===== src/rtl/frame_uart_pkg.sv =====
// Shared types and constants for the frame UART transmitter.
// Optional build macro: FRAME_CSUM_EN appends an XOR checksum byte per frame.
package frame_uart_pkg;

  // Start + 8 data + stop
  localparam int UART_FRAME_BITS = 10;
  localparam int FRAME_LEN_DEF   = 76800;

  typedef enum logic [3:0] {
    IDLE,
    FETCH,
    WAIT_RD,
    START,
    DATA,
    STOP,
    NEXT,
    DONE
`ifdef FRAME_CSUM_EN
    , CSUM_FETCH
`endif
  } state_e;

endpackage


===== src/rtl/frame_uart_tx_if.sv =====
// Frame-memory read port: 1-cycle read latency, data valid the cycle after mem_en_o.
interface frame_uart_tx_if #(
  parameter int ADDR_W = 17
) ();
  logic              mem_en_o;
  logic [ADDR_W-1:0] mem_addr_o;
  logic [7:0]        mem_data_i;

  modport master (output mem_en_o, output mem_addr_o, input mem_data_i);
  modport slave  (input mem_en_o, input mem_addr_o, output mem_data_i);
endinterface


===== src/rtl/frame_uart_tx_serializer.sv =====
// 8N1 serializer: baud counter, bit counter, shift register and registered line driver.
// load_i is accepted only while busy_o is low; the line goes low one edge after the load.
module uart_tx_serializer
  import frame_uart_pkg::*;
#(
  parameter int DATA_W = 8
) (
  input  logic              clk_i,
  input  logic              rst_i,
  input  logic              load_i,
  input  logic [DATA_W-1:0] data_i,
  input  logic [15:0]       baud_i,     // cycles per bit, never 0
  output logic              busy_o,
  output logic              bit_end_o,  // last cycle of the current bit
  output logic [3:0]        bit_idx_o,  // 0 = start, 1..8 = data, 9 = stop
  output logic              tx_o
);

  localparam logic [3:0] LAST_BIT = 4'(UART_FRAME_BITS - 1);

  logic              active_q, active_d;
  logic [15:0]       baud_cnt_q, baud_cnt_d;
  logic [3:0]        bit_cnt_q, bit_cnt_d;
  logic [DATA_W-1:0] shift_q, shift_d;
  logic              tx_q, tx_d;
  logic              bit_end;
  logic              line_bit;

  // Bit timing, shifting and the next line level
  always_comb begin
    active_d   = active_q;
    baud_cnt_d = baud_cnt_q;
    bit_cnt_d  = bit_cnt_q;
    shift_d    = shift_q;
    bit_end    = active_q && (baud_cnt_q == baud_i - 16'd1);

    if (bit_cnt_q == 4'd0)          line_bit = 1'b0;
    else if (bit_cnt_q == LAST_BIT) line_bit = 1'b1;
    else                            line_bit = shift_q[0];

    tx_d = active_q ? line_bit : 1'b1;

    if (!active_q) begin
      if (load_i) begin
        active_d   = 1'b1;
        shift_d    = data_i;
        baud_cnt_d = '0;
        bit_cnt_d  = '0;
      end
    end else if (bit_end) begin
      baud_cnt_d = '0;
      if (bit_cnt_q == LAST_BIT) begin
        active_d  = 1'b0;
        bit_cnt_d = '0;
      end else begin
        bit_cnt_d = bit_cnt_q + 4'd1;
        // The start bit does not consume a data bit
        if (bit_cnt_q != 4'd0) shift_d = shift_q >> 1;
      end
    end else begin
      baud_cnt_d = baud_cnt_q + 16'd1;
    end
  end

  // State registers; reset forces the line high on the same edge
  always_ff @(posedge clk_i) begin
    if (rst_i) begin
      active_q   <= 1'b0;
      baud_cnt_q <= '0;
      bit_cnt_q  <= '0;
      shift_q    <= '0;
      tx_q       <= 1'b1;
    end else begin
      active_q   <= active_d;
      baud_cnt_q <= baud_cnt_d;
      bit_cnt_q  <= bit_cnt_d;
      shift_q    <= shift_d;
      tx_q       <= tx_d;
    end
  end

  assign busy_o    = active_q;
  assign bit_end_o = bit_end;
  assign bit_idx_o = bit_cnt_q;
  assign tx_o      = tx_q;

endmodule


===== src/rtl/frame_uart_tx.sv =====
// Streams FRAME_LEN bytes from a frame memory out of an 8N1 UART, one frame per start pulse.
// Optional build macro: FRAME_CSUM_EN sends an XOR-of-payload byte after the last payload byte.
module frame_uart_tx
  import frame_uart_pkg::*;
#(
  parameter int FRAME_LEN = FRAME_LEN_DEF,
  parameter int ADDR_W    = 17,
  parameter int DATA_W    = 8
) (
  input  logic              clk_i,
  input  logic              rst_i,
  input  logic              start_i,
  input  logic [15:0]       baud_div_i,
  frame_uart_tx_if.master   mem,
  output logic              uart_tx_o,
  output logic              busy_o,
  output logic              done_o,
  output logic [ADDR_W-1:0] byte_cnt_o
);

  localparam logic [ADDR_W-1:0] LAST_IDX = ADDR_W'(FRAME_LEN - 1);

  state_e            state_q, state_d;
  logic [ADDR_W-1:0] index_q, index_d;
  logic [ADDR_W-1:0] byte_cnt_q, byte_cnt_d;
  logic [15:0]       baud_q, baud_d;
  logic              busy_q, busy_d;
`ifdef FRAME_CSUM_EN
  logic [7:0]        csum_q, csum_d;
  logic              csum_phase_q, csum_phase_d;
`endif

  logic              mem_en;
  logic [ADDR_W-1:0] mem_addr;
  logic              ser_load;
  logic [7:0]        ser_data;
  logic              ser_busy;
  logic              ser_bit_end;
  logic [3:0]        ser_bit_idx;

  // Frame sequencing: the START/DATA/STOP states track the serializer's bit position
  always_comb begin
    state_d    = state_q;
    index_d    = index_q;
    byte_cnt_d = byte_cnt_q;
    baud_d     = baud_q;
    busy_d     = busy_q;
`ifdef FRAME_CSUM_EN
    csum_d       = csum_q;
    csum_phase_d = csum_phase_q;
`endif
    mem_en   = 1'b0;
    mem_addr = '0;
    ser_load = 1'b0;
    ser_data = mem.mem_data_i;
    done_o   = 1'b0;

    case (state_q)
      IDLE: begin
        if (start_i) begin
          baud_d     = (baud_div_i == 16'd0) ? 16'd1 : baud_div_i;
          index_d    = '0;
          byte_cnt_d = '0;
          busy_d     = 1'b1;
`ifdef FRAME_CSUM_EN
          csum_d       = '0;
          csum_phase_d = 1'b0;
`endif
          state_d    = FETCH;
        end
      end
      FETCH: begin
        mem_en   = 1'b1;
        mem_addr = index_q;
        state_d  = WAIT_RD;
      end
      WAIT_RD: begin
        if (!ser_busy) begin
          ser_load = 1'b1;
`ifdef FRAME_CSUM_EN
          csum_d   = csum_q ^ mem.mem_data_i;
`endif
          state_d  = START;
        end
      end
      START: if (ser_bit_end) state_d = DATA;
      DATA:  if (ser_bit_end && ser_bit_idx == 4'(DATA_W)) state_d = STOP;
      STOP: begin
        if (ser_bit_end) begin
`ifdef FRAME_CSUM_EN
          if (csum_phase_q) begin
            busy_d  = 1'b0;
            state_d = DONE;
          end else begin
            state_d = NEXT;
          end
`else
          state_d = NEXT;
`endif
        end
      end
      NEXT: begin
        byte_cnt_d = byte_cnt_q + 1'b1;
        if (index_q == LAST_IDX) begin
`ifdef FRAME_CSUM_EN
          state_d = CSUM_FETCH;
`else
          busy_d  = 1'b0;
          state_d = DONE;
`endif
        end else begin
          index_d = index_q + 1'b1;
          state_d = FETCH;
        end
      end
`ifdef FRAME_CSUM_EN
      CSUM_FETCH: begin
        if (!ser_busy) begin
          ser_load     = 1'b1;
          ser_data     = csum_q;
          csum_phase_d = 1'b1;
          state_d      = START;
        end
      end
`endif
      DONE: begin
        done_o  = 1'b1;
        state_d = IDLE;
      end
      default: state_d = IDLE;
    endcase
  end

  // Frame state registers
  always_ff @(posedge clk_i) begin
    if (rst_i) begin
      state_q    <= IDLE;
      index_q    <= '0;
      byte_cnt_q <= '0;
      baud_q     <= 16'd1;
      busy_q     <= 1'b0;
`ifdef FRAME_CSUM_EN
      csum_q       <= '0;
      csum_phase_q <= 1'b0;
`endif
    end else begin
      state_q    <= state_d;
      index_q    <= index_d;
      byte_cnt_q <= byte_cnt_d;
      baud_q     <= baud_d;
      busy_q     <= busy_d;
`ifdef FRAME_CSUM_EN
      csum_q       <= csum_d;
      csum_phase_q <= csum_phase_d;
`endif
    end
  end

  uart_tx_serializer #(.DATA_W(DATA_W)) u_ser (
    .clk_i     (clk_i),
    .rst_i     (rst_i),
    .load_i    (ser_load),
    .data_i    (ser_data),
    .baud_i    (baud_q),
    .busy_o    (ser_busy),
    .bit_end_o (ser_bit_end),
    .bit_idx_o (ser_bit_idx),
    .tx_o      (uart_tx_o)
  );

  assign mem.mem_en_o   = mem_en;
  assign mem.mem_addr_o = mem_addr;
  assign busy_o         = busy_q;
  assign byte_cnt_o     = byte_cnt_q;

endmodule


===== src/flat_wrapper.sv =====
// flat-port wrapper written by rule: the top's interface ports become plain ports
module frame_uart_tx_flat import frame_uart_pkg::*;
#(
  parameter int FRAME_LEN = FRAME_LEN_DEF,
  parameter int ADDR_W    = 17,
  parameter int DATA_W    = 8
)
  (clk_i, rst_i, start_i, baud_div_i, uart_tx_o, busy_o, done_o, byte_cnt_o, mem_mem_en_o, mem_mem_addr_o, mem_mem_data_i);
  frame_uart_tx_if #(.ADDR_W(ADDR_W)) mem_i ();
  input  logic clk_i;
  input  logic rst_i;
  input  logic start_i;
  input  logic [15:0] baud_div_i;
  output logic uart_tx_o;
  output logic busy_o;
  output logic done_o;
  output logic [ADDR_W-1:0] byte_cnt_o;
  output wire logic [$bits(mem_i.mem_en_o)-1:0] mem_mem_en_o;
  output wire logic [$bits(mem_i.mem_addr_o)-1:0] mem_mem_addr_o;
  input wire logic [$bits(mem_i.mem_data_i)-1:0] mem_mem_data_i;
  assign mem_mem_en_o = mem_i.mem_en_o;
  assign mem_mem_addr_o = mem_i.mem_addr_o;
  assign mem_i.mem_data_i = mem_mem_data_i;
  frame_uart_tx #(.FRAME_LEN(FRAME_LEN), .ADDR_W(ADDR_W), .DATA_W(DATA_W)) u_core (.clk_i(clk_i), .rst_i(rst_i), .start_i(start_i), .baud_div_i(baud_div_i), .mem(mem_i), .uart_tx_o(uart_tx_o), .busy_o(busy_o), .done_o(done_o), .byte_cnt_o(byte_cnt_o));
endmodule

===== config.mk =====
export PLATFORM = sky130hd
export DESIGN_NAME = frame_uart_tx_flat
export DESIGN_NICKNAME = d
export VERILOG_FILES = /design/src/rtl/frame_uart_pkg.sv /design/src/rtl/frame_uart_tx_if.sv /design/src/rtl/frame_uart_tx_serializer.sv /design/src/rtl/frame_uart_tx.sv /design/src/flat_wrapper.sv
export SDC_FILE = /design/constraint.sdc
export NUM_CORES = 1
export LEC_CHECK = 0
export ABC_AREA = 1
export BUFFER_PORTS_ARGS = -buffer_cell sky130_fd_sc_hd__buf_4
export CORE_UTILIZATION = 58
export DETAILED_ROUTE_END_ITERATION = 6
export GPL_TIMING_DRIVEN = 0
export PLACE_DENSITY = 0.89
export SYNTH_ARGS = -nofsm -noshare
export SYNTH_HDL_FRONTEND = slang
export SYNTH_HIERARCHICAL = 1
export SYNTH_SLANG_ARGS = --single-unit

===== constraint.sdc =====
create_clock -name clk_i -period 2.4 [get_ports clk_i]
set_clock_uncertainty 0.1 [all_clocks]
set_input_delay 0.48 -clock clk_i [delete_from_list [all_inputs] [get_ports clk_i]]
set_output_delay 0.48 -clock clk_i [all_outputs]
set_load 0.02 [all_outputs]

=== Word-level counts from Yosys, hierarchy flattened ===
Index checks and enable logic that the tools add are counted.

* Register bits after elaboration: 85
* Input bits: 27
* Output and inout bits: 38
* Logic and storage cells: 91

* $add $sub $neg: 5
* Eq/ne operators: 21
* Mux-type cells: 38
* Bitwise operators: 1
* Reductions and logical operators: 16

{| class="wikitable"
|+ Operators by type and width
! cell !! number
|-
| $pmux 17 s2 || 2
|-
| $mux 16 || 4
|-
| $mux 17 || 3
|-
| $mux 8 || 5
|-
| $mux 4 || 9
|-
| $add 17x1->17 const B || 2
|-
| $pmux 4 s7 || 1
|-
| $eq 17x17->1 const B || 1
|-
| $add 16x1->16 const B || 1
|-
| $eq 16x16->1 || 1
|-
| $eq 4x3->1 const B || 4
|-
| $logic_not 16->1 || 1
|-
| $sub 16x1->16 const B || 1
|-
| $mux 1 || 12
|-
| $ne 2x1->1 const B || 6
|-
| $eq 4x2->1 const B || 2
|-
| $eq 4x4->1 const B || 2
|-
| $logic_not 4->1 || 2
|-
| $ne 2x2->1 const B || 4
|-
| $reduce_and 2->1 || 3
|-
| $reduce_and 3->1 || 2
|-
| $reduce_and 5->1 || 1
|-
| $add 4x1->4 const B || 1
|-
| $eq 4x1->1 const B || 1
|-
| other kinds (8) || 10
|}

=== Logic depth before layout (Yosys ltp) ===
Gate-level depths: netlist of the first run.

* Depth in word-level cells: 6
* Gate-level depth with buffers: 18
* Gate-level depth less buffers: 18

=== Cells and area by module ===
The synthesis of the first run kept the hierarchy.

{| class="wikitable"
|+ By module, submodules not included
! module !! times used !! cells an instance !! area an instance (µm²) !! seq. area each (µm²)
|-
| frame_uart_tx || 1 || 454 || 2940.3 || 1081.0
|-
| uart_tx_serializer || 1 || 396 || 2374.8 || 600.6
|}

=== Worst setup path before layout of the first run ===
No wires, ideal clock.

* Path kind: flip-flop to output port
* Start: register u_core.state_q[1]
* End: output mem_mem_addr_o[10]
* Data arrival time: 1641 ps
* Data required time: 1820 ps
* Path slack: 179 ps
* Cell stages (with the launch flop): 7
* Path buffers: 1
* Cell sequence: dfxtp_1 inv_1 nand2_1 nor2_1 clkinv_1 clkbuf_1 nor2_1

* Cells in the longest elaborated chain, start to end: 2

{| class="wikitable"
|+ Ends and longest elaborated chain
! what !! line !! text
|-
| start: declaration || frame_uart_tx.sv:23 || <nowiki>state_e state_q, state_d;</nowiki>
|-
| start signal: assignment || frame_uart_tx.sv:147 || <nowiki>state_q <= state_d;</nowiki>
|-
| $eq 4x1->1 || frame_uart_tx.sv:58 || <nowiki>case (state_q)</nowiki>
|-
| $mux 17 || frame_uart_tx.sv:58 ||
|-
| end: declaration || flat_wrapper.sv:19 || <nowiki>output wire logic [$bits(mem_i.mem_addr_o)-1:0] mem_mem_addr_o;</nowiki>
|}

Every way passes these cells.

=== Final worst setup path of the first run ===
* Start: register u_core.baud_q[0]
* End: register u_core.state_q[1]

* Cells in the longest elaborated chain, start to end: 6
* Elaborated cells on any way between the ends: 8
* Classes of those cells: add/sub: 1; eq/ne: 4; reduce/logical: 3

{| class="wikitable"
|+ Ends and longest elaborated chain
! what !! line !! text
|-
| start: declaration || frame_uart_tx.sv:26 || <nowiki>logic [15:0] baud_q, baud_d;</nowiki>
|-
| start signal: assignment || frame_uart_tx.sv:150 || <nowiki>baud_q <= baud_d;</nowiki>
|-
| $sub 16x1->16 * || frame_uart_tx_serializer.sv:35 || <nowiki>bit_end = active_q && (baud_cnt_q == baud_i - 16'd1);</nowiki>
|-
| $eq 16x16->1 * || frame_uart_tx_serializer.sv:35 ||
|-
| $logic_and 1x1->1 * || frame_uart_tx_serializer.sv:35 ||
|-
| named net u_core.ser_bit_end || frame_uart_tx.sv:38 || <nowiki>logic ser_bit_end;</nowiki>
|-
| $logic_and 1x1->1 || frame_uart_tx.sv:87 || <nowiki>DATA: if (ser_bit_end && ser_bit_idx == 4'(DATA_W)) state_d = STOP;</nowiki>
|-
| $ne 2x1->1 (no line) || n/a ||
|-
| $reduce_and 5->1 (no line) * || n/a ||
|}

The timed path passes the listed nets; every way through them passes the cells marked *.
A chain may end at the register's enable or synchronous reset.

==> out/qor.tcl, run 1 <==
set qor(main_area_contributors_after_synthesis) {dfxtp_1, nand2_1, nor2_1}
set qor(timing.final.setup_violations) 7
set qor(worst_setup_path_end_kind) {flop}
set qor(internal_power_w) 0.00291
set qor(wl_met1_um) 6080
set qor(maximum_root_to_sink_buffer_count) 2
set qor(drc) 10
set qor(power_frac_comb) 0.449
set qor(power.density_cell_area_nw_per_um2) 808
set qor(maxCapViolations) 0
set qor(max_stage_delay_ns) 0.38
set qor(power_frac_clock) 0.201
set qor(die_w_um) 97.7
set qor(seqPwrFrac) 0.349
set qor(rr_worst_depth) 17
set qor(ctsRootBufferMaster) {clkbuf_8}
set qor(timing.hold.worst.class) {input pin to flop}
set qor(worstSetupStartpointType) {flop}
set qor(number_of_port_buffers) 64
set qor(postSynthRegisterBits) 84
set qor(power.static_leakage_nw) 2.74
set qor(netlist.area_leader.share) 0.316
set qor(fmax_ghz) 0.407
set qor(seqCellArea_um2) 1690
set qor(area_delta_synth_final_pct) 20.5
set qor(cts.sink_count) 84
set qor(ir_drop_v) 0.000459
set qor(dp_hpwl_um) 10100
set qor(routed-wl-met3_um) 1170
set qor(grt_pass1_wl_um) 23500
set qor(start_util) 0.604
set qor(place_congestion) 0.932
set qor(critPathRequiredTime_ns) 2.58
set qor(initial_drt_pass_iterations) 7
set qor(antenna_found_initial) 0
set qor(design.final.nets) 970
set qor(dieArea_um2) 9550
set qor(cts.reportedPaths.clkPinSlew_ns) 0.10
set qor(min_period_over_period) 1.02
set qor(slowest_library_cell_on_the_worst_path) {dfxtp_4}
set qor(synth_nets) 884
set qor(synth.cell_area_um2) 5320
set qor(num_io_pins) 65
set qor(overflow) 0
set qor(uppermost_layer_routed) {met4}
set qor(drt_first_iter_violations) 450
set qor(cts_inserted_buffers) 9
set qor(cts-htree-levels) 3
set qor(grt.total_usage) 0.300
set qor(tightest_slew_ns) 0.646
set qor(placed_cell_area_um2) 5930
set qor(worst_hold_path.num_cells) 3
set qor(die-height_um) 97.7
set qor(finalHoldViolCount) 0
set qor(layout_setup_ws_ns) -0.0581
set qor(via_count_of_the_first_global_routing_pass) 5062
set qor(synthDominantAreaCellType) {dfxtp_1}
set qor(failed_checks) {DRC, setup timing}
set qor(final_layout_size_suffix_gt1_frac) 0.182
set qor(ys_top_cells_by_count) {nand2_1, nor2_1, inv_1, dfxtp_1, nand3_1}
set qor(synth_area_per_cell_um2) 6.25
set qor(vias) 5816
set qor(cts.hold.buffers_added) 0
set qor(netlist-cell-type-count) 37
set qor(cp_max_fo) 5
set qor(wl_per_cell_um) 13.8
set qor(asyncSetResetFlopFracSynth) 0
set qor(grt_max_degree) 18
set qor(cp_cell_sequence) {inv_4 > ha_4 > or2_4 > nand2_4 > nor3_4 > o211ai_1 > nor2_1 > nand3_1 > nor3_2 > nand4_1 > inv_1 > inv_1 > nand4_1 > nand3_2 > inv_2 > nand2_2 > a21oi_2}
set qor(outcome) {finished, violations left}
set qor(final.min_clock_period_ns) 2.46
set qor(viasPerCell) 5.55
set qor(tritoncts_clock_tree) {yes}
set qor(number_of_antenna_cells_inserted) 0
set qor(synth_enable_flop_cells) 0
set qor(slew_headroom) 0.569
set qor(met2WireLength_um) 6880
set qor(switching_share) 0.437
set qor(rsz_0062_raised_after_global_routing) {yes}
set qor(num_rows) 34
set qor(antenna_left) 0
set qor(crit_arrival_ns) 2.64
set qor(drt_wl_total_um) 14500
set qor(fin_util) 0.727
set qor(area_of_the_placeable_core_um2) 8810
set qor(synth.most_common_cell) {nand2_1}
set qor(dominantRegCellSynth) {dfxtp_1}
set qor(synth_cells) 850
set qor(netSwitchingPower_w) 0.00226
set qor(finalMaxSlewViolations) 0
set qor(area_of_the_multi_input_gates_um2) 3220
set qor(fin_area_um2) 6400
set qor(critical_path_class) {flop to flop}
set qor(seq_area_frac_synth) 0.316
set qor(clock_insertion_delay_worst_skew_ns) 0.36
set qor(fill_cells) 724
set qor(synth-warning-count) 6
[area by class of cell]
cell class	count	share of cell area
plain buffers	28	0.0252
well taps	108	0.0211
multi-input cells	629	0.504
inverters	108	0.0639
clock buffers	9	0.0193
repair buffers	76	0.0914
flip-flops and latches	84	0.264
clock inverters	6	0.0113
[critical path, delay by kind of cell, from the launching register on]
family | cells | cell delay, ns
fa+ha+maj | 1 | 0.25
flops | 1 | 0.38
buf+inv | 4 | 0.31
simple gates | 10 | 1.09
compound gates | 2 | 0.23
[power groups by stage]
stage / clock, W / combinational, W / sequential (W)
6_report: 0.00104 / 0.00232 / 0.00181
2_1_floorplan: 0 / 0.00149 / 0.00175
5_1_grt: 0.00112 / 0.00258 / 0.00183
4_1_cts: 0.00105 / 0.00215 / 0.00178
3_5_place_dp: 0 / 0.00192 / 0.00181
3_3_place_gp: 0 / 0.00189 / 0.00181
[cell families (layout without fill, tap and decap cells)]
family	Yosys count	after routing	synth area share
AND/OR/NAND/NOR	480	480	0.406
buffers and inverters	137	227	0.104
AO/OA/AOI/OAI	119	119	0.119
flip-flops	84	84	0.316
XOR/XNOR	23	23	0.0379
adder cells (fa/ha/maj)	7	7	0.0165
[path summary, 6_finish.rpt]
path                         from                   end  slack, ns
max              u_core/baud_q[0]     u_core/state_q[1]      -0.06
min                 baud_div_i[8]      u_core/baud_q[8]       0.27
max reg2reg      u_core/baud_q[0]     u_core/state_q[1]      -0.06
min reg2reg  u_core/byte_cnt_o[1]  u_core/byte_cnt_o[1]       0.40
[registers in the layout (all words and copies together) (netlist names)]
register and cells:
u_core/byte_cnt_o 17, u_core/index_q 17, u_core/baud_q 16, u_core/u_ser/baud_cnt_q 16
u_core/u_ser/shift_q 8, u_core/u_ser/bit_idx_o 4, u_core/state_q 3, u_core/busy_o 1
u_core/u_ser/busy_o 1, u_core/u_ser/tx_o 1
[layer usage]
metal / track usage / vias to the layer above
met5: 0 / -
met4: 0.121 / 0
met3: 0.0408 / 29
met2: 0.508 / 273
met1: 0.388 / 2597
li1: - / 2917
[cells in the final DEF, fill, tap and decap left out, types with 8 or more instances in the layout]
| master | n |
|---|---|
| nand2_1 | 205 |
| nor2_1 | 106 |
| inv_1 | 103 |
| dfxtp_1 | 78 |
| buf_4 | 73 |
| nand3_1 | 68 |
| a21oi_1 | 56 |
| o21ai_0 | 41 |
| nand4_1 | 36 |
| nor3_1 | 14 |
| xor2_1 | 14 |
| a21oi_2 | 11 |
| clkbuf_1 | 11 |
| clkbuf_8 | 9 |
| nand3b_1 | 9 |
| buf_6 | 8 |
| nor2_2 | 8 |
| buf_2 | 8 |
| xnor2_1 | 8 |
[through the flow]
stage          cells  setup WS (ns)  TNS (ns)  hold WS, ns  power [W]
6_report        1048        -0.0581    -0.116        0.265    0.00517
5_1_grt         1048         -0.184     -1.87        0.260    0.00553
4_1_cts         1046         -0.125    -0.326        0.248    0.00498
3_5_place_dp    1022         -0.313     -1.25        0.374    0.00373
3_3_place_gp    1022         -0.305     -1.04        0.368    0.00370
2_1_floorplan    850          0.179         0        0.346    0.00324
[timing repair]
item,CTS,global route
endpoints found under the setup margin,22,31
pin swaps,17,17
setup buffers,10,1
gates cloned,0,1
resized for setup,21,40
Note: power is estimated with default switching activity, not from simulation.
==> run 2, diff against run 1 <==
--- a/config.mk
+++ b/config.mk
@@ -6,7 +6,7 @@
 export NUM_CORES = 1
 export LEC_CHECK = 0
 export ABC_AREA = 1
-export BUFFER_PORTS_ARGS = -buffer_cell sky130_fd_sc_hd__buf_4
+export BUFFER_PORTS_ARGS = -buffer_cell sky130_fd_sc_hd__buf_2
 export CORE_UTILIZATION = 58
 export DETAILED_ROUTE_END_ITERATION = 6
 export GPL_TIMING_DRIVEN = 0
==> run 2 against run 1 <==
The flow finishes with violations (DRC); setup slack improved by 0.085 ns; final cell count decreased by 0.29%; critical endpoint unchanged; critical path type unchanged; power decreased by 4.5%; largest cell class unchanged.
==> out/qor.tcl, run 2 (synthesized netlist as in run 1, its figures left out) <==
set qor(maximum_root_to_sink_buffer_count) 2
set qor(overflow) 0
set qor(grt_busiest_layer) {met2}
set qor(drt_wl_total_um) 14300
set qor(start_util) 0.604
set qor(grt.met1_usage) 0.364
set qor(num_rows) 34
set qor(netSwitchingPower_w) 0.00222
set qor(path_common_cell) {inv_1}
set qor(dp_hpwl_um) 10300
set qor(slowest_library_cell_on_the_worst_path) {dfxtp_1}
set qor(grt.total_usage) 0.295
set qor(clock_insertion_delay_worst_skew_ns) 0.36
set qor(ctsRootBufferMaster) {clkbuf_8}
set qor(tritoncts_clock_tree) {yes}
set qor(die-height_um) 97.7
set qor(switching_share) 0.450
set qor(cts.sink_count) 84
set qor(rsz_0062_raised_after_global_routing) {yes}
set qor(slew_headroom) 0.572
set qor(grtUsageMet2) 0.510
set qor(final_layout_size_suffix_gt1_frac) 0.169
set qor(mostFrequentLayoutCell) {nand2_1}
set qor(drt_first_iter_violations) 425
set qor(cp_cell_sequence) {nor2_2 > nand2_1 > nor2_4 > xor2_1 > o21ai_1 > inv_1 > nand3_2 > nor3_2 > nand4_1 > inv_1 > inv_1 > nand4_1 > nand3_2 > inv_2 > nand2_2 > a21oi_2}
set qor(cts.reportedPaths.clkPinSlew_ns) 0.10
set qor(seqPwrFrac) 0.367
set qor(cts-htree-levels) 3
set qor(maxCapViolations) 0
set qor(outcome) {finished, violations left}
set qor(area_delta_synth_final_pct) 15.4
set qor(tightest_slew_ns) 0.642
set qor(fin_area_um2) 6130
set qor(place_congestion) 0.946
set qor(design.final.nets) 966
set qor(power.static_leakage_nw) 2.68
set qor(antenna_left) 0
set qor(fmax_ghz) 0.421
set qor(initial_drt_pass_iterations) 7
set qor(dieArea_um2) 9550
set qor(power.density_cell_area_nw_per_um2) 806
set qor(cp_max_fo) 6
set qor(cts_inserted_buffers) 9
set qor(worst_setup_path_end_kind) {flop}
set qor(max_stage_delay_ns) 0.40
set qor(placed_cell_area_um2) 5770
set qor(vias) 5752
set qor(fill_cells) 777
set qor(wl_per_cell_um) 13.7
set qor(internal_power_w) 0.00272
set qor(grt_max_degree) 16
set qor(ir_drop_v) 0.000414
set qor(totalPowerFinal_w) 0.00494
set qor(num_io_pins) 65
set qor(layout_common_cells) {nand2_1, nor2_1, inv_1}
set qor(failed_checks) {DRC}
set qor(critPathRequiredTime_ns) 2.59
set qor(critical_path_class) {flop to flop}
set qor(min_period_over_period) 0.989
set qor(critPathTopFamily) {simple AND/OR/NAND/NOR gates}
set qor(viasPerCell) 5.50
set qor(via_count_of_the_first_global_routing_pass) 5077
set qor(groute.layer.met3.usage) 0.0458
set qor(area_of_the_placeable_core_um2) 8810
set qor(setup_total_negative_slack_ns) 0
set qor(worstPathBufferInverterCount) 4
set qor(die_w_um) 97.7
set qor(number_of_antenna_cells_inserted) 0
set qor(grt_pass1_wl_um) 22900
set qor(crit_arrival_ns) 2.56
set qor(finalHoldViolCount) 0
set qor(timing.hold.worst.class) {input pin to flop}
set qor(final.min_clock_period_ns) 2.37
set qor(drc) 7
set qor(power_frac_clock) 0.189
set qor(finalMaxSlewViolations) 0
set qor(timing.final.setup_violations) 0
set qor(worstSetupStartpointType) {flop}
set qor(cts.hold.buffers_added) 0
set qor(antenna_found_initial) 0
set qor(number_of_port_buffers) 64
set qor(power_frac_comb) 0.444
run 2: cell count changes in the layout (fill, tap and decap cells not counted), moves of 2 or more:
cell      change
clkinv_4      +2
buf_6         -5
a21oi_2       -5
buf_2        +66
dfxtp_2       -2
a21oi_1       +5
buf_4        -64
run 2: final cells by class:
| cell class | count | area (um^2) | share of cell area |
|---|---|---|---|
| sequential | 84 | 1690 | 0.276 |
| multi-input combinational | 629 | 3190 | 0.520 |
| clock inverter | 6 | 47.5 | 0.00775 |
| timing repair buffer | 72 | 380 | 0.0620 |
| clock buffer | 10 | 128 | 0.0208 |
| buffer | 28 | 145 | 0.0237 |
| inverter | 108 | 413 | 0.0673 |
| tap | 108 | 135 | 0.0220 |
run 2: final timing paths:
kind | startpoint | endpoint | slack, ns | cells past startpoint
setup / recovery | u_core/baud_q[4] | u_core/state_q[1] | 0.03 | 16
hold / removal | baud_div_i[12] | u_core/baud_q[12] | 0.27 | 3
setup reg to reg | u_core/baud_q[4] | u_core/state_q[1] | 0.03 | 16
hold reg to reg | u_core/u_ser/shift_q[6] | u_core/u_ser/shift_q[6] | 0.39 | 2
run 2: metrics by stage:
step	hold WS (ns)	setup slack (ns)	std cells	util
after global placement	0.366	-0.245	1022	0.655
final	0.267	0.0268	1045	0.697
after detailed placement	0.369	-0.308	1022	0.655
after global routing	0.279	-0.142	1045	0.697
after CTS	0.258	-0.00515	1039	0.682
after floorplan	0.346	0.179	850	-
run 2: repair_timing:
action	4_1_cts	5_1_grt
gates cloned	0	0
buffers inserted	1	7
setup endpoints to repair	35	37
pin swaps	3	7
gates resized for setup	16	27
run 2: power groups by stage:
stage / clock network (W) / logic (W) / registers [W]
floorplan: 0 / 0.00149 / 0.00175
global placement: 0 / 0.00187 / 0.00180
detailed placement: 0 / 0.00191 / 0.00181
CTS: 0.000951 / 0.00198 / 0.00179
global route: 0.00101 / 0.00246 / 0.00184
finish: 0.000933 / 0.00220 / 0.00181
run 2: metal layers:
metal  vias to the layer above  part of all wire
met3                        41             0.067
met5                         -                 0
met1                      2573              0.43
li1                       2909                 -
met2                       229              0.48
met4                         0             0.028
run 2: worst register-to-register path, stage by stage, from the launching register on:
cell	delay [ns]
dfxtp_1	0.40
nor2_2	0.19
nand2_1	0.12
nor2_4	0.13
xor2_1	0.19
o21ai_1	0.09
inv_1	0.08
nand3_2	0.07
nor3_2	0.17
nand4_1	0.13
inv_1	0.11
inv_1	0.05
nand4_1	0.10
nand3_2	0.13
inv_2	0.10
nand2_2	0.05
a21oi_2	0.10
==> run 3, diff against run 2 <==
--- a/config.mk
+++ b/config.mk
@@ -8,8 +8,8 @@
 export ABC_AREA = 1
 export BUFFER_PORTS_ARGS = -buffer_cell sky130_fd_sc_hd__buf_2
 export CORE_UTILIZATION = 58
+export CTS_CLUSTER_DIAMETER = 30
 export DETAILED_ROUTE_END_ITERATION = 6
-export GPL_TIMING_DRIVEN = 0
 export PLACE_DENSITY = 0.89
 export SYNTH_ARGS = -nofsm -noshare
 export SYNTH_HDL_FRONTEND = slang
==> constraint.sdc (replaced) <==
create_clock -name clk_i -period 2.6 [get_ports clk_i]
set_clock_uncertainty 0.1 [all_clocks]
set_input_delay 0.52 -clock clk_i [delete_from_list [all_inputs] [get_ports clk_i]]
set_output_delay 0.52 -clock clk_i [all_outputs]
set_load 0.02 [all_outputs]
==> run 3 against run 2 <==
The flow still finishes with violations (DRC); sequential share of layout area grew 0.72 points; count of clock-buffer cells in the layout is 1 higher; first-iteration DRC count decreased by 31%; combinational power is 20% lower; power down 8.9%; die area did not move; global-route usage fell by 1.5 points; maximum frequency grew 0.24%; sequential power decreased by 9%; via count shrank 3.8%; flip-flop and latch count is the same; largest cell class unchanged.
==> out/qor.tcl, run 3 (synthesized netlist as in run 1, its figures left out) <==
set qor(cts.hold.buffers_added) 0
set qor(ctsRootBufferMaster) {clkbuf_8}
set qor(finalHoldViolCount) 0
set qor(worst_hold_path.num_cells) 3
set qor(initial_drt_pass_iterations) 7
set qor(totalPowerFinal_w) 0.00450
set qor(clock_insertion_delay_worst_skew_ns) 0.36
set qor(cp_cell_sequence) {inv_1 > ha_4 > nand2_2 > nor2_4 > xor2_2 > o21ai_0 > inv_1 > nand3_1 > nor3_1 > nand4_1 > inv_1 > inv_1 > nand4_1 > nand3_2 > o21ai_0 > a21oi_1}
set qor(drt_first_iter_violations) 292
set qor(die-height_um) 97.7
set qor(via_count_of_the_first_global_routing_pass) 4974
set qor(cts.sink_count) 84
set qor(slowest_library_cell_on_the_worst_path) {dfxtp_2}
set qor(antenna_found_initial) 0
set qor(max_stage_delay_ns) 0.34
set qor(wl_per_cell_um) 12.8
set qor(tritoncts_clock_tree) {yes}
set qor(area_delta_synth_final_pct) 11.8
set qor(timing.final.setup_violations) 0
set qor(drc) 10
set qor(vias) 5533
set qor(maxCapViolations) 0
set qor(cts_inserted_buffers) 9
set qor(num_io_pins) 65
set qor(power.density_cell_area_nw_per_um2) 758
set qor(cts.reportedPaths.clkPinSlew_ns) 0.09
set qor(timing.hold.worst.class) {input pin to flop}
set qor(critPathRequiredTime_ns) 2.74
set qor(num_rows) 34
set qor(mostFrequentLayoutCell) {nand2_1}
set qor(number_of_antenna_cells_inserted) 0
set qor(maximum_root_to_sink_buffer_count) 2
set qor(grt.total_usage) 0.280
set qor(area_of_the_placeable_core_um2) 8810
set qor(min_period_over_period) 0.911
set qor(place_congestion) 0.922
set qor(number_of_port_buffers) 64
set qor(tightest_slew_ns) 1.10
set qor(viasPerCell) 5.45
set qor(finalMaxSlewViolations) 0
set qor(rr_worst_depth) 16
set qor(final_layout_size_suffix_gt1_frac) 0.130
set qor(design.final.nets) 937
set qor(power.static_leakage_nw) 2.59
set qor(fill_cells) 780
set qor(failed_checks) {DRC}
set qor(critical_path_class) {flop to flop}
set qor(cp_max_fo) 5
set qor(outcome) {finished, violations left}
set qor(final.min_clock_period_ns) 2.37
set qor(slew_headroom) 0.263
set qor(cts_resized) 0
set qor(start_util) 0.604
set qor(drt_wl_total_um) 13000
set qor(ir_drop_v) 0.000518
set qor(antenna_left) 0
set qor(fmax_ghz) 0.422
set qor(worst_setup_slack_after_placement_ns) 0.0951
set qor(post_cts_buffers) 0
set qor(dp_hpwl_um) 9330
set qor(timing.hold.ws_ns) 0.325
set qor(layout_setup_ws_ns) 0.232
set qor(overflow) 0
set qor(cts-htree-levels) 3
set qor(dieArea_um2) 9550
set qor(path_common_cell) {inv_1}
set qor(worstSetupStartpointType) {flop}
set qor(layout_common_cells) {nand2_1, nor2_1, inv_1}
set qor(worst_setup_path_end_kind) {flop}
set qor(die_w_um) 97.7
set qor(grt_max_degree) 30
set qor(grt_pass1_wl_um) 22200
set qor(crit_arrival_ns) 2.51
run 3: changes by cell type in the layout (fill, tap and decap cells not counted), sizes merged:
cell / delta
clkbuf: -11
inv: -2
buf: -17
clkinvlp: -1
bufinv: +3
clkinv: -2
run 3: final cells by class:
cell class / instances / area, um^2 / share of cell area
multi-input combinational: 629 / 3120 / 0.524
sequential: 84 / 1680 / 0.283
inverter: 108 / 405 / 0.0682
timing repair buffer: 71 / 373 / 0.0627
tap: 108 / 135 / 0.0227
clock buffer: 11 / 131 / 0.0221
clock inverter: 4 / 98.8 / 0.0166
run 3: final timing paths:
kind,start,to,slack (ns)
worst max-delay path,u_core/baud_q[0],u_core/state_q[0],0.23
worst min-delay path,baud_div_i[11],u_core/baud_q[11],0.33
worst max register to register,u_core/baud_q[0],u_core/state_q[0],0.23
worst min register to register,u_core/u_ser/shift_q[6],u_core/u_ser/shift_q[6],0.39
run 3: per-layer routing:
metal,vias to the layer above,GRT usage,share of wire
li1,2847,-,-
met1,2468,0.354,0.45
met2,195,0.481,0.47
met3,23,0.0515,0.065
met4,0,0.0967,0.020
met5,-,0,0
run 3: critical path: cells and delay by family, from the launching register on:
family          cells  cell delay, ns
simple gates        7            0.83
flops               1            0.34
compound gates      3            0.33
buf+inv             4            0.32
fa+ha+maj           1            0.18
xor+xnor            1            0.17
run 3: per-stage QoR:
step	instances	cell area (um^2)	util	TNS, ns
2_1_floorplan	850	5320	-	0
4_1_cts	1015	5900	0.671	0
6_report	1015	5940	0.675	0
3_5_place_dp	1000	5670	0.644	0
5_1_grt	1015	5940	0.675	-0.00184
3_3_place_gp	1000	5670	0.644	0
run 3: report_power, final:
part	switching, W	total, W	leakage (nW)	internal (W)
Clock	0.000474	0.00111	0.114	0.000636
Combinational	0.00120	0.00175	1.80	0.000554
Sequential	0.000183	0.00164	0.681	0.00146
Total	0.00185	0.00450	2.59	0.00265
